[config.mk]
export PLATFORM = sky130hd
export DESIGN_NAME = ysyx_25040129_mem_arbiter
export DESIGN_NICKNAME = d
export VERILOG_FILES = /design/src/rtl/ysyx_25040129_mem_arbiter.sv
export SDC_FILE = /design/constraint.sdc
export NUM_CORES = 1
export LEC_CHECK = 0
export BUFFER_PORTS_ARGS = -buffer_cell sky130_fd_sc_hd__buf_2
export CORE_AREA = 2 2 179 181
export CTS_BUF_LIST = sky130_fd_sc_hd__clkbuf_8 sky130_fd_sc_hd__clkbuf_16
export DETAILED_ROUTE_END_ITERATION = 10
export DIE_AREA = 0 0 181 183
export GPL_ROUTABILITY_DRIVEN = 1
export PLACE_DENSITY = 0.47
export SYNTH_ARGS = -nofsm -noshare
export SYNTH_HDL_FRONTEND = slang
export SYNTH_SLANG_ARGS = --single-unit
[constraint.sdc]
create_clock -name clk -period 1.7 [get_ports clk]
set_input_delay 0.17 -clock clk [delete_from_list [all_inputs] [get_ports clk]]
set_output_delay 0.17 -clock clk [all_outputs]
set_load 0.03 [all_outputs]
[src/rtl/ysyx_25040129_mem_arbiter.sv]
// Round-robin arbiter sharing the MMU's single upstream port between IFU reads and LSU reads/writes.
// One single-beat transaction at a time; satp is captured at grant and held for the whole transaction.
module ysyx_25040129_mem_arbiter #(
  parameter int ADDR_W = 32,
  parameter int DATA_W = 32
) (
  input  logic                  clk,
  input  logic                  rst,
  input  logic [31:0]           satp,
  input  logic [ADDR_W-1:0]     ifu_araddr,
  input  logic                  ifu_arvalid,
  output logic                  ifu_arready,
  output logic [DATA_W-1:0]     ifu_rdata,
  output logic                  ifu_rvalid,
  input  logic                  ifu_rready,
  input  logic [ADDR_W-1:0]     lsu_araddr,
  input  logic [2:0]            lsu_arsize,
  input  logic                  lsu_arvalid,
  output logic                  lsu_arready,
  output logic [DATA_W-1:0]     lsu_rdata,
  output logic                  lsu_rvalid,
  input  logic                  lsu_rready,
  input  logic [ADDR_W-1:0]     lsu_awaddr,
  input  logic                  lsu_awvalid,
  input  logic [DATA_W-1:0]     lsu_wdata,
  input  logic [DATA_W/8-1:0]   lsu_wstrb,
  input  logic                  lsu_wvalid,
  output logic                  lsu_awready,
  output logic                  lsu_wready,
  output logic                  lsu_bvalid,
  input  logic                  lsu_bready,
  output logic [ADDR_W-1:0]     m_araddr,
  output logic [2:0]            m_arsize,
  output logic                  m_arvalid,
  output logic [31:0]           m_arsatp,
  output logic [7:0]            m_arlen,
  output logic [1:0]            m_arburst,
  input  logic                  m_arready,
  input  logic [DATA_W-1:0]     m_rdata,
  input  logic                  m_rvalid,
  output logic                  m_rready,
  output logic [ADDR_W-1:0]     m_awaddr,
  output logic                  m_awvalid,
  output logic [31:0]           m_awsatp,
  output logic [DATA_W-1:0]     m_wdata,
  output logic [DATA_W/8-1:0]   m_wstrb,
  output logic                  m_wvalid,
  input  logic                  m_awready,
  input  logic                  m_wready,
  input  logic                  m_bvalid,
  output logic                  m_bready
);

  typedef enum logic [1:0] {IDLE, IFU_RD, LSU_RD, LSU_WR} state_e;

  state_e      state_q;
  logic        last_grant_q;
  logic        ar_done_q;
  logic        aw_done_q;
  logic        w_done_q;
  logic [31:0] satp_q;

  logic ifu_req;
  logic lsu_wreq;
  logic lsu_rreq;
  logic rd_ifu;

  assign ifu_req  = ifu_arvalid;
  assign lsu_wreq = lsu_awvalid & lsu_wvalid;
  assign lsu_rreq = lsu_arvalid & ~lsu_wreq;
  assign rd_ifu   = (state_q == IFU_RD);

  always_ff @(posedge clk or posedge rst) begin
    if (rst) begin
      state_q      <= IDLE;
      last_grant_q <= 1'b1;
      ar_done_q    <= 1'b0;
      aw_done_q    <= 1'b0;
      w_done_q     <= 1'b0;
      satp_q       <= '0;
    end else begin
      unique case (state_q)
        IDLE: begin
          // IFU wins when alone or when the LSU held the previous grant
          if (ifu_req && (!(lsu_wreq || lsu_rreq) || last_grant_q)) begin
            state_q      <= IFU_RD;
            last_grant_q <= 1'b0;
            satp_q       <= satp;
          end else if (lsu_wreq) begin
            state_q      <= LSU_WR;
            last_grant_q <= 1'b1;
            satp_q       <= satp;
          end else if (lsu_rreq) begin
            state_q      <= LSU_RD;
            last_grant_q <= 1'b1;
            satp_q       <= satp;
          end
        end
        IFU_RD, LSU_RD: begin
          if (m_arvalid && m_arready) ar_done_q <= 1'b1;
          if (m_rvalid && m_rready) begin
            ar_done_q <= 1'b0;
            state_q   <= IDLE;
          end
        end
        LSU_WR: begin
          if (m_awvalid && m_awready) aw_done_q <= 1'b1;
          if (m_wvalid && m_wready)   w_done_q  <= 1'b1;
          if (m_bvalid && m_bready) begin
            aw_done_q <= 1'b0;
            w_done_q  <= 1'b0;
            state_q   <= IDLE;
          end
        end
        default: state_q <= IDLE;
      endcase
    end
  end

  always_comb begin
    m_araddr    = rd_ifu ? ifu_araddr : lsu_araddr;
    m_arsize    = rd_ifu ? 3'b010 : lsu_arsize;
    m_arlen     = '0;
    m_arburst   = 2'b01;
    m_arsatp    = satp_q;
    m_awsatp    = satp_q;
    m_awaddr    = lsu_awaddr;
    m_wdata     = lsu_wdata;
    m_wstrb     = lsu_wstrb;
    ifu_rdata   = m_rdata;
    lsu_rdata   = m_rdata;
    m_arvalid   = 1'b0;
    m_rready    = 1'b0;
    m_awvalid   = 1'b0;
    m_wvalid    = 1'b0;
    m_bready    = 1'b0;
    ifu_arready = 1'b0;
    ifu_rvalid  = 1'b0;
    lsu_arready = 1'b0;
    lsu_rvalid  = 1'b0;
    lsu_awready = 1'b0;
    lsu_wready  = 1'b0;
    lsu_bvalid  = 1'b0;
    unique case (state_q)
      IFU_RD: begin
        m_arvalid   = ifu_arvalid & ~ar_done_q;
        ifu_arready = m_arready & ~ar_done_q;
        ifu_rvalid  = m_rvalid;
        m_rready    = ifu_rready;
      end
      LSU_RD: begin
        m_arvalid   = lsu_arvalid & ~ar_done_q;
        lsu_arready = m_arready & ~ar_done_q;
        lsu_rvalid  = m_rvalid;
        m_rready    = lsu_rready;
      end
      LSU_WR: begin
        m_awvalid   = lsu_awvalid & ~aw_done_q;
        m_wvalid    = lsu_wvalid & ~w_done_q;
        lsu_awready = m_awready & ~aw_done_q;
        lsu_wready  = m_wready & ~w_done_q;
        lsu_bvalid  = m_bvalid;
        m_bready    = lsu_bready;
      end
      default: ;
    endcase
  end

endmodule

==> results.yml <==
floorplan:
  fp.dieW_um: 181
  fp-row-count: 65
  initial_core_util_pct: 10.8
  die-area_um2: 33100
  core_area_um2: 31200
  die_y_um: 183
  pin_count: 466
setup_path:
  worstPathArrival_ns: 1.67
  cp_max_fo: 5
  max_stage_delay_ns: 0.45
  critPathLaunchType: "flip-flop"
  path_cells: "ha_4, buf_6, clkbuf_16, mux2_4, buf_6"
  critPathKind: "flip-flop to primary output"
  crit_slowest_cell: "dfrtp_2"
  critPathMostFrequentCell: "buf_6"
  worst_ep_required_time_ns: 1.53
  crit_buf_inv: 3
  r2r_slack_ns: -0.02
  cp-end-kind: "primary output"
  cpLargestDelayFamily: "flip-flops"
synthesis:
  synth_async_sr_flop_share_pct: 100
  yosysWarnings: 0
  synth_edf_count: 0
  dominantRegCellSynth: "dfrtp_1"
  synth_area_leaders: "buf_4 (39%), dfrtp_1 (27%), mux2_2 (21%), ha_1 (1.8%), and3b_1 (1.6%)"
  synth_most_common_cell: "buf_4"
  synth_commonest_cells: "buf_4 (174), mux2_2 (64), dfrtp_1 (37)"
  synth_top_area_cell: "buf_4"
  yosysUniqueCellTypes: 25
  syn-instance-count: 332
  synth-seq-area-share_pct: 28.1
  synth_area_per_cell_um2: 10.2
  netlist_area_um2: 3390
  synth-seq-cells: 38
  synth_top_area_share_pct: 38.6
place:
  placed_cell_area_um2: 3750
  io_buffers: 223
  dp_hpwl_um: 10900
  place_congestion: 0.715
route:
  first_pass_iters: 4
  vias_per_cell: 3.03
  met2WireLength_um: 5980
  ant_nets: 0
  top_layer: "met4"
  wl_met1_um: 3770
  routed_wl_um: 13100
  drtIter0Drc: 74
  route.met3.wl_um: 2690
  vias: 2445
  wl_per_cell_um: 16.2
  drc: 0
final_layout:
  final_cell_area_um2: 4430
  nets: 621
  areaGrowthSynthToFinish_pct: 30.9
  drive_above_1_share_pct: 79.7
  fin_util_pct: 14.2
power:
  vdd_drop_max_v: 0.00105
  clkPwrFrac_pct: 12.6
  intPower_mw: 4.41
  pwr-share-comb_pct: 67.2
  power_switching_mw: 4.15
  leakagePower_nw: 2.14
  finalPower_mw: 8.56
  seq_power_share_pct: 20.2
  p_per_area_nw_per_um2: 1930
  switching_share_pct: 48.4
sta:
  period_minus_slack_ns: 1.84
  finalWorstSetupSlack_ns: -0.141
  fin_crit_sh_pct: 108
  hold_slack_ns: -0.00770
  setup_viol: 58
  worst_slew_pin_slew_ns: 0.504
  slew_viol_final: 0
  fmax_mhz: 543
  relSlewSlack_pct: 66.4
  finalHoldViolCount: 21
  rsz0062_at_grt: "yes"
  fin_setup_tns_ns: -3.27
  finalClockSkew_ns: 0.00815
outcome:
  status: "complete, but fails checks"
  violations: "hold timing, setup timing"
flow_run:
  cap_violations: 0
global_route:
  grtUsageTotal_pct: 7.21
  grt_pass1_wl_um: 17000
  grt_pass1_vias: 2399
  overflow: 0
  grt_max_degree: 39
  antenna_found_initial: 2
clock_network:
  clock_path_buffers: 2
  cts_sinks: 38
  cts_tree: "yes"
  clockRootBuffer: "clkbuf_16"
  cts_htree_levels: 2
  clkTransAtPathRegs_ns: 0.06
  cts_buffers: 5
  clock_latency_ns: 0.28
hold_path:
  hp-class: "primary input to async pin"
## cells by family (layout without fill, tap and decap cells)
logic type	count (synthesis)	after routing	synth area share, %
AND/OR/NAND/NOR	21	21	4.10
multiplexers	65	65	21.6
AO/OA/AOI/OAI	15	15	3.44
buffers and inverters	186	250	40.7
other	2	12	0.222
flip-flops	38	38	28.1
adder cells (fa/ha/maj)	5	5	1.85
## cells in the final DEF (no fill, tap or decap), types with 3 or more instances in the layout
master     instances
buf_6             34
mux2_2            37
conb_1            10
clkbuf_16          6
nor2b_1            4
mux2_4            27
buf_2            181
and3b_1            6
dfrtp_1           36
and2_1             4
buf_4             17
inv_1              4
a21oi_1            6
nand2_1            3
ha_4               3
## layout make-up
class	count	area, um^2
timing repair buffer	237	1540
clock buffer	5	125
sequential	38	953
fill	3517	26800
multi-input combinational	116	1250
antenna	2	5.00
inverter	5	18.8
clock inverter	3	41.3
tap	402	503
## per-stage QoR
stage	std cells	worst slack (ns)
after floorplan	340	0.0904
after global placement	790	0.0391
after detailed placement	790	-0.00467
after CTS	803	-0.168
after global routing	808	-0.198
final	808	-0.141
## layer usage
layer / global-route usage (%) / up-vias
met5: 0 / -
met4: 3.90 / 0
met3: 5.62 / 31
met2: 12.0 / 300
met1: 6.20 / 1066
li1: - / 1048
## flip-flops by register name, indices dropped and copies added, names as in the netlist
name and count:
last_grant_q 1, state_q 2, m_arsatp 32, aw_done_q 1
w_done_q 1, ar_done_q 1
## worst min-delay path, stage by stage
cell and delay, ns:
buf_2 0.10, clkinv_1 0.03, buf_4 0.42
## timing repair
item	4_1_cts	5_1_grt
endpoints found under the setup margin	41	77
pin swaps	2	2
gates cloned	2	1
gates resized for setup	98	18
hold buffers	0	0
setup buffers	3	2
## path summary, 6_finish.rpt
check                                          from                        to  depth (start not counted)
hold / removal                                  rst  m_arsatp[19]$_DFFE_PP0P_                          3
hold reg to reg            m_arsatp[27]$_DFFE_PP0P_  m_arsatp[27]$_DFFE_PP0P_                          1
setup / recovery             state_q[0]$_DFFE_PP0P_               m_araddr[1]                          5
max in group asynchronous                       rst    state_q[0]$_DFFE_PP0P_                          3
setup reg to reg             state_q[0]$_DFFE_PP0P_  m_arsatp[27]$_DFFE_PP0P_                          6
min in group clk                           m_rvalid     ar_done_q$_DFFE_PP0P_                          2
## power by group through the flow
stage | Clock [mW] | Combinational (mW) | Sequential [mW]
final | 1.07 | 5.75 | 1.73
after global routing | 1.17 | 6.00 | 1.81
after CTS | 1.12 | 5.61 | 1.74
after detailed placement | 0 | 4.95 | 1.72
after global placement | 0 | 4.94 | 1.73
after floorplan | 0 | 3.91 | 2.48
Note: power is estimated with default switching activity, not from simulation.
